## src/rtl/grid_pkg.sv

```systemverilog
// Shared constants, state encoding and width helpers for the grid loader.
package grid_pkg;

  localparam int GRID_WIDTH = 16;
  localparam int GRID_DEPTH = 16;

  localparam logic [7:0] CH_PAPER = 8'h40;
  localparam logic [7:0] CH_EMPTY = 8'h2E;
  localparam logic [7:0] CH_LF    = 8'h0A;
  localparam logic [7:0] CH_CR    = 8'h0D;

  typedef enum logic {LOAD, HOLD} state_t;

  function automatic int col_w(input int width);
    return $clog2(width + 1);
  endfunction

  function automatic int row_w(input int depth);
    return $clog2(depth + 1);
  endfunction

  function automatic int cnt_w(input int width, input int depth);
    return $clog2(width * depth + 1);
  endfunction

  function automatic int idx_w(input int width, input int depth);
    return (width * depth > 1) ? $clog2(width * depth) : 1;
  endfunction

endpackage

```

## src/rtl/grid_loader_if.sv

```systemverilog
// Byte-stream input and frame output handshakes of the grid loader.
interface grid_loader_if
  import grid_pkg::*;
#(
  parameter int WIDTH = GRID_WIDTH,
  parameter int DEPTH = GRID_DEPTH
);

  logic                            in_valid;
  logic                            in_ready;
  logic [7:0]                      in_data;
  logic                            grid_valid;
  logic                            grid_ready;
  logic [WIDTH*DEPTH-1:0]          grid_out;
  logic [row_w(DEPTH)-1:0]         rows_loaded;
  logic [cnt_w(WIDTH, DEPTH)-1:0]  paper_count;
  logic                            fmt_err;

  modport master (
    output in_valid, in_data, grid_ready,
    input  in_ready, grid_valid, grid_out, rows_loaded, paper_count, fmt_err
  );

  modport slave (
    input  in_valid, in_data, grid_ready,
    output in_ready, grid_valid, grid_out, rows_loaded, paper_count, fmt_err
  );

endinterface

```

## src/rtl/grid_char_decode.sv

```systemverilog
// Combinational ASCII byte classifier for the grid loader.
module grid_char_decode
  import grid_pkg::*;
(
  input  logic [7:0] data,
  output logic       is_paper,
  output logic       is_empty,
  output logic       is_lf,
  output logic       is_cr,
  output logic       is_bad
);

  assign is_paper = (data == CH_PAPER);
  assign is_empty = (data == CH_EMPTY);
  assign is_lf    = (data == CH_LF);
  assign is_cr    = (data == CH_CR);
  assign is_bad   = !(is_paper || is_empty || is_lf || is_cr);

endmodule

```

## src/rtl/grid_loader.sv

```systemverilog
// Assembles an ASCII grid stream into a WIDTH x DEPTH occupancy bitmap.
// Optional ragged-row detection: define GRID_LOADER_RAGGED_CHECK_EN.
module grid_loader
  import grid_pkg::*;
#(
  parameter int WIDTH = GRID_WIDTH,
  parameter int DEPTH = GRID_DEPTH
) (
  input logic clk,
  input logic rst,
  grid_loader_if.slave bus
);

  localparam int COL_W = col_w(WIDTH);
  localparam int ROW_W = row_w(DEPTH);
  localparam int CNT_W = cnt_w(WIDTH, DEPTH);
  localparam int IDX_W = idx_w(WIDTH, DEPTH);

  state_t                 state;
  logic [COL_W-1:0]       col;
  logic [ROW_W-1:0]       row;
  logic [WIDTH*DEPTH-1:0] grid;
  logic [CNT_W-1:0]       papers;
  logic [ROW_W-1:0]       rows_q;
  logic                   err;
  logic                   in_ready_q;
  logic                   grid_valid_q;

  logic is_paper, is_empty, is_lf, is_cr, is_bad;
  logic accept, col_full, ragged;
  logic [IDX_W-1:0] bit_idx;

  grid_char_decode u_decode (
    .data     (bus.in_data),
    .is_paper (is_paper),
    .is_empty (is_empty),
    .is_lf    (is_lf),
    .is_cr    (is_cr),
    .is_bad   (is_bad)
  );

  assign accept   = bus.in_valid && in_ready_q;
  assign col_full = (col == COL_W'(WIDTH));
  assign bit_idx  = IDX_W'(row) * IDX_W'(WIDTH) + IDX_W'(col);

`ifdef GRID_LOADER_RAGGED_CHECK_EN
  logic [COL_W-1:0] first_len;
  assign ragged = (row != '0) && (col != first_len);
`else
  assign ragged = 1'b0;
`endif

  always_ff @(posedge clk or posedge rst) begin
    if (rst) begin
      state        <= LOAD;
      col          <= '0;
      row          <= '0;
      grid         <= '0;
      papers       <= '0;
      rows_q       <= '0;
      err          <= 1'b0;
      in_ready_q   <= 1'b1;
      grid_valid_q <= 1'b0;
`ifdef GRID_LOADER_RAGGED_CHECK_EN
      first_len    <= '0;
`endif
    end else begin
      case (state)
        LOAD: begin
          if (accept) begin
            if (is_paper) begin
              if (col_full) begin
                err <= 1'b1;
              end else begin
                grid[bit_idx] <= 1'b1;
                col           <= col + COL_W'(1);
                papers        <= papers + CNT_W'(1);
              end
            end else if (is_lf) begin
              if (col != '0) begin
                row <= row + ROW_W'(1);
                col <= '0;
                if (ragged) err <= 1'b1;
`ifdef GRID_LOADER_RAGGED_CHECK_EN
                if (row == '0) first_len <= col;
`endif
                if (row == ROW_W'(DEPTH - 1)) begin
                  state        <= HOLD;
                  in_ready_q   <= 1'b0;
                  grid_valid_q <= 1'b1;
                  rows_q       <= ROW_W'(DEPTH);
                end
              end else if (row != '0) begin
                state        <= HOLD;
                in_ready_q   <= 1'b0;
                grid_valid_q <= 1'b1;
                rows_q       <= row;
              end
            end else if (!is_cr) begin
              // '.' and illegal bytes both occupy a column; past WIDTH they are dropped
              if (is_bad || (col_full && is_empty)) err <= 1'b1;
              if (!col_full) col <= col + COL_W'(1);
            end
          end
        end
        HOLD: begin
          if (bus.grid_ready) begin
            state        <= LOAD;
            col          <= '0;
            row          <= '0;
            grid         <= '0;
            papers       <= '0;
            rows_q       <= '0;
            err          <= 1'b0;
            in_ready_q   <= 1'b1;
            grid_valid_q <= 1'b0;
`ifdef GRID_LOADER_RAGGED_CHECK_EN
            first_len    <= '0;
`endif
          end
        end
        default: state <= LOAD;
      endcase
    end
  end

  assign bus.in_ready    = in_ready_q;
  assign bus.grid_valid  = grid_valid_q;
  assign bus.grid_out    = grid;
  assign bus.rows_loaded = rows_q;
  assign bus.paper_count = papers;
  assign bus.fmt_err     = err;

endmodule

```

## src/flat_wrapper.sv

```systemverilog
// flat-port wrapper written by rule: the top's interface ports become plain ports
module grid_loader_flat import grid_pkg::*;
#(
  parameter int WIDTH = GRID_WIDTH,
  parameter int DEPTH = GRID_DEPTH
)
  (clk, rst, bus_in_valid, bus_in_data, bus_grid_ready, bus_in_ready, bus_grid_valid, bus_grid_out, bus_rows_loaded, bus_paper_count, bus_fmt_err);
  grid_loader_if #(.WIDTH(WIDTH), .DEPTH(DEPTH)) bus_i ();
  input logic clk;
  input logic rst;
  input wire logic [$bits(bus_i.in_valid)-1:0] bus_in_valid;
  input wire logic [$bits(bus_i.in_data)-1:0] bus_in_data;
  input wire logic [$bits(bus_i.grid_ready)-1:0] bus_grid_ready;
  output wire logic [$bits(bus_i.in_ready)-1:0] bus_in_ready;
  output wire logic [$bits(bus_i.grid_valid)-1:0] bus_grid_valid;
  output wire logic [$bits(bus_i.grid_out)-1:0] bus_grid_out;
  output wire logic [$bits(bus_i.rows_loaded)-1:0] bus_rows_loaded;
  output wire logic [$bits(bus_i.paper_count)-1:0] bus_paper_count;
  output wire logic [$bits(bus_i.fmt_err)-1:0] bus_fmt_err;
  assign bus_i.in_valid = bus_in_valid;
  assign bus_i.in_data = bus_in_data;
  assign bus_i.grid_ready = bus_grid_ready;
  assign bus_in_ready = bus_i.in_ready;
  assign bus_grid_valid = bus_i.grid_valid;
  assign bus_grid_out = bus_i.grid_out;
  assign bus_rows_loaded = bus_i.rows_loaded;
  assign bus_paper_count = bus_i.paper_count;
  assign bus_fmt_err = bus_i.fmt_err;
  grid_loader #(.WIDTH(WIDTH), .DEPTH(DEPTH)) u_core (.clk(clk), .rst(rst), .bus(bus_i));
endmodule
```

## config.mk

```make
export PLATFORM = sky130hd
export DESIGN_NAME = grid_loader_flat
export DESIGN_NICKNAME = d
export VERILOG_FILES = /design/src/rtl/grid_pkg.sv /design/src/rtl/grid_loader_if.sv /design/src/rtl/grid_char_decode.sv /design/src/rtl/grid_loader.sv /design/src/flat_wrapper.sv
export SDC_FILE = /design/constraint.sdc
export NUM_CORES = 1
export LEC_CHECK = 0
export BUFFER_PORTS_ARGS = -buffer_cell sky130_fd_sc_hd__buf_2
export CELL_PAD_IN_SITES_DETAIL_PLACEMENT = 1
export CELL_PAD_IN_SITES_GLOBAL_PLACEMENT = 1
export CORE_ASPECT_RATIO = 1.25
export CORE_MARGIN = 5
export CORE_UTILIZATION = 40
export DETAILED_ROUTE_END_ITERATION = 8
export HOLD_SLACK_MARGIN = 0.15
export PLACE_DENSITY = 0.85
export SETUP_SLACK_MARGIN = 0.5
export SLEW_MARGIN = 20
export SYNTH_ARGS = -nofsm -noshare
export SYNTH_HDL_FRONTEND = slang
export SYNTH_SLANG_ARGS = --single-unit
```

## constraint.sdc

```tcl
create_clock -name clk -period 16.15 [get_ports clk]
set_input_delay 4.0375 -clock clk [delete_from_list [all_inputs] [get_ports clk]]
set_output_delay 4.0375 -clock clk [all_outputs]
set_load 0.02 [all_outputs]
```

# == Word level (Yosys, flattened, before mapping) ==
# Index checks and enable logic that the tools add are counted.
# word_totals
inputBits,12
out_inout_bits,273
regBits,284
elab_cells,116
# op_classes
add_sub_neg,4
n_mux,63
order_cmp,2
n_bitwise,2
n_reduce_logical,15
eq_ne,21
# op_table
operator,count
$mux W256,4
$pmux W256 S2,1
$or A256 B256 Y256,1
$mux W5,17
$mux W9,4
$pmux W5 S2,3
$mux W1,28
$pmux W9 S2,1
$eq A8 B4 Y1 const B,2
$reduce_and A6 Y1,2
$add A5 B1 Y5 const B,2
$ne A2 B2 Y1 const B,5
$reduce_bool A5 Y1,2
$add A9 B1 Y9 const B,1
$lt A8 B9 Y1 const B,1
$ne A3 B3 Y1 const B,3
$add A8 B5 Y8,1
$demux W1 S8,1
$eq A8 B6 Y1 const B,1
$eq A8 B7 Y1 const B,1
$ge A8 B1 Y1 const B,1
$pmux W1 S2,4
$reduce_and A4 Y1,2
$ne A3 B2 Y1 const B,2
other kinds (11),17

# == Longest topological paths before layout ==
# depth
ltp_word,12
depth_mapped,8
mapped_depth_nobuf,6

# == By module ==
# From an unflattened synthesis, not the netlist that was laid out.
# hier_totals
hier_cells,973
hier_area_um2,11264.6
# modules_own_cells
mod,area_per_inst_um2,seq_area_each_um2,cells_per_inst,instances
grid_loader,11167.0,7108.1,960,1
grid_char_decode,97.6,0.0,13,1

# == Worst setup path after synthesis ==
# No wires, ideal clock.
# synth_path
kind,input port to flip-flop
startpoint,input port bus_in_data[1]
endpoint,register u_core.row[0]
setup_ns,0.125
arrival_ns,5.349
required_ns,16.025
slack_ns,10.676
n_path_buf,1
path_stages,5
path_cell_list,nor4_4 a41o_1 clkbuf_1 a211o_1 mux2_4
# synth_between
elab_chain_len,3
elab_cells_between_ends,5
classes_between,eq/ne (4); reduce/logical (1)
# synth_lines
element,line_no,source
"start, declared",flat_wrapper.sv:12,input wire logic [$bits(bus_i.in_data)-1:0] bus_in_data;
$eq A8 B4 Y1 / $eq A8 B7 Y1 (equally long branches),"grid_char_decode.sv:15, grid_char_decode.sv:13",
$ne A2 B2 Y1 (no source line),-,
$reduce_and A5 Y1 (no source line) (*),-,
"end signal, assigned",grid_loader.sv:81,row <= row + ROW_W'(1);
"end, declared",grid_loader.sv:21,logic [ROW_W-1:0] row;
# Mark *: on every way between the ends. The rest lies on a longest branch, timed or not.
# A chain may end at the register's enable or synchronous reset.

# == Final worst setup path ==
# layout_path
startpoint,input port bus_in_data[1]
endpoint,register u_core.grid[117] (netlist: u_core.bus.grid_out[117])
# layout_between
elab_chain_len,3
# layout_lines
element,line_no,source
$eq A8 B7 Y1,grid_char_decode.sv:13,assign is_paper = (data == CH_PAPER);
$ne A2 B2 Y1 (no source line),-,
$reduce_and A4 Y1 (no source line),-,
"end signal, assigned",grid_loader.sv:58,grid <= '0;
"end signal, assigned by index",grid_loader.sv:75,grid[bit_idx] <= 1'b1;
"end signal, assigned",grid_loader.sv:111,grid <= '0;
"end, declared",grid_loader.sv:22,logic [WIDTH*DEPTH-1:0] grid;
# No other way between the ends.

==> impl_metrics.toml <==
[floorplanning]
ios = 285
die_h_um = 199
die-area_mm2 = 0.0320
coreArea_mm2 = 0.0282
row_count = 69
start_util_pct = 40.3
die_w_um = 161

[logic_synthesis]
yosys_warnings = 0
yosysSeqAreaShare_pct = 62.4
synth_cell_types = 70
synth_edf_count = 0
synth-seq-cells = 284
synth_cells = 1070
synthTopCellsByCount = "dfrtp_1 (283), nand2_1 (223), o21ai_0 (195), a22o_1 (66), nand3_1 (55)"
yosys.area.top_type_share_pct = 62.2
ys.flop_type = "dfrtp_1"
synth_area_leaders = "dfrtp_1 (62%), o21ai_0 (8.6%), nand2_1 (7.4%), a22o_1 (5.1%), nand3_1 (2.4%)"
syn-num-nets = 1092
yosysMostFrequentCell = "dfrtp_1"
avgSynthCellArea_um2 = 10.6
synth_top_area_cell = "dfrtp_1"
async_flop_share_pct = 100
netlist_area_mm2 = 0.0114

[worst_hold_path]
min_path_type = "reg2reg"
hold_depth = 2
worstHoldStart = "u_core.bus.grid_out[143]$_DFFE_PP0P_"

[finish]
drive_gt1_share_pct = 27.1
antenna_cells = 0
register_area_mm2 = 0.00711
final_nets = 1345
final_util_pct = 49.4
syn_to_final_growth_pct = 22.5
multi_input_area_mm2 = 0.00397
fillers = 3189

[detailed_routing]
ant_nets = 0
drtPass1Iterations = 5
drt-initial-drc-count = 529
drc_errors = 0
num_vias = 9457
avgViaCountPerCell = 5.58
drt-total-wl_um = 38200
wl_per_cell_um = 22.6

[grt]
grt_overflow_total = 0
met2_usage_pct = 41.7
grt_use_total_pct = 23.3
busiest_layer = "met2"
use_met1_pct = 28.6
grt_max_degree = 140
grt_pass1_wl_um = 59200
grt_pass1_vias = 10100
antenna_found_initial = 0
globalRouteMet3Util_pct = 4.81

[critical_path]
critPathCaptureType = "flop"
cp.required_ps = 16580
criticalPathCategory = "in2reg"
crit_path_start = "bus_in_data[1]"
arrival_ps = 6950
cp_max_fo = 27
critPathTopFamily = "compound AO/OA/AOI/OAI gates"
crit_buf_inv = 1
r2r_start = "u_core.col[0]$_DFFE_PP0P_"
setup.worst_path.start_class = "input port"
path_cells = "buf_2 -> nor4_4 -> a41o_1 -> nand3_1 -> o21ai_0"
path_depth = 5
cpMaxStageDelayCell = "a41o_1"
rr_worst_depth = 6
max_stage_delay_ps = 900

[timing]
finalClockSkew_ps = 22.1
finalHoldViolations = 0
fin_tns_setup_ps = 0
drv_slew = 0
fin_crit_sh_pct = 40.4
relSlewSlack_pct = 32.4
setup_violations = 0
worst_pin_slew_ps = 1010
max_freq_ghz = 0.153
rsz0062_at_grt = "false"
setup_ws_ps = 9630
fin_crit_ps = 6520

[clocking]
h-tree-depth = 1
tritoncts = "built"
clk_path_buf_depth = 3
post-cts-setup-buffers = 0
cts_buffers = 28
cts_resized = 0
cts.clk_slew.worst_paths_ps = 60
ctsRootBufferMaster = "clkbuf_16"
cts_hold_buffers = 0
clock_sink_count = 284
clk_latency_ps = 550

[outcome]
status = "finished, final reports clean"

[placed_design]
detailed_place_hpwl_um = 26800
io_buffer_count = 284
gp_congestion = 0.800
pre_cts_ws_ps = 9090

[pwr]
p_leak_nw = 7.13
vdd_ir_drop_max_mv = 0.0698
p_per_area_mw_per_mm2 = 109

[job]
drv_cap = 0
worst reg2reg max path: stages, from the launching register on:
cell and delay (ps):
dfrtp_1 390, inv_1 110, ha_1 320, nand4bb_1 370, a41o_1 910, nand3_1 890
o21ai_0 500
registers in the layout (all words and copies together), names as in the netlist:
register	count
u_core.bus.fmt_err	1
u_core.bus.grid_out	256
u_core.bus.grid_valid	1
u_core.bus.in_ready	1
u_core.bus.paper_count	9
u_core.bus.rows_loaded	5
u_core.col	5
u_core.row	5
u_core.state	1
cell families after synthesis:
logic type / Yosys count / share of synthesized area [%]
adder cells (fa/ha/maj): 10 / 1.10
XOR/XNOR: 4 / 0.308
AND/OR/NAND/NOR: 369 / 15.2
buffers and inverters: 86 / 3.13
multiplexers: 9 / 0.868
flip-flops: 284 / 62.4
AO/OA/AOI/OAI: 308 / 17.0
layout make-up:
cell class	count	area share, %
Multi-Input combinational cell	700	28.5
Tap cell	355	3.18
Clock inverter	9	0.619
Timing Repair Buffer	293	10.8
Inverter	16	0.484
Clock buffer	37	5.48
Sequential cell	284	51.0
cells in the final DEF (no fill, tap or decap), types with 3 or more instances in the layout:
cell / n
and2_1: 4
inv_1: 14
clkbuf_16: 28
or3_1: 5
nand2b_1: 5
nand3_1: 55
nand4_1: 4
mux2_2: 3
a21oi_1: 8
nor2_1: 18
a22o_1: 66
dfrtp_1: 283
clkbuf_8: 3
nor3_2: 4
buf_2: 284
o21ai_0: 193
nor2b_1: 4
nand2_1: 222
and3_1: 5
clkinv_2: 5
ha_1: 10
clkbuf_1: 6
nor4_1: 3
buf_4: 8
and4_1: 5
o22ai_1: 3
mux2i_1: 5
a211oi_1: 4
o31ai_1: 4
nor3_1: 14
report_power, final:
part | internal [mW] | switching, mW | leakage [nW] | total [mW]
clock network | 0.347 | 0.271 | 0.415 | 0.618
registers | 0.721 | 0.0174 | 3.93 | 0.738
logic | 0.0394 | 0.132 | 2.78 | 0.171
total | 1.11 | 0.420 | 7.13 | 1.53
metrics by stage:
step	std cells	area, µm²	power [mW]	hold slack, ps
6_report	1694	13900	1.53	476
4_1_cts	1693	13900	1.54	480
5_1_grt	1694	13900	1.59	500
2_1_floorplan	1070	11400	0.857	517
3_5_place_dp	1647	13100	0.921	467
3_3_place_gp	1647	13100	0.917	455
metal layers:
metal	wire, µm	share of wire [%]
met5	0	0
met4	1090	2.9
met3	2230	5.8
met1	15200	40
met2	19700	52
path summary, 6_finish.rpt:
kind | slack [ps] | end
max in group asynchronous | 11370 | u_core.bus.grid_out[132]$_DFFE_PP0P_
setup reg to reg | 12550 | u_core.bus.grid_out[117]$_DFFE_PP0P_
setup / recovery | 9630 | u_core.bus.grid_out[117]$_DFFE_PP0P_
hold / removal | 480 | u_core.bus.grid_out[143]$_DFFE_PP0P_
hold reg to reg | 480 | u_core.bus.grid_out[143]$_DFFE_PP0P_
min in group asynchronous | 3480 | u_core.bus.grid_out[21]$_DFFE_PP0P_
(Power assumes the default switching activity.)
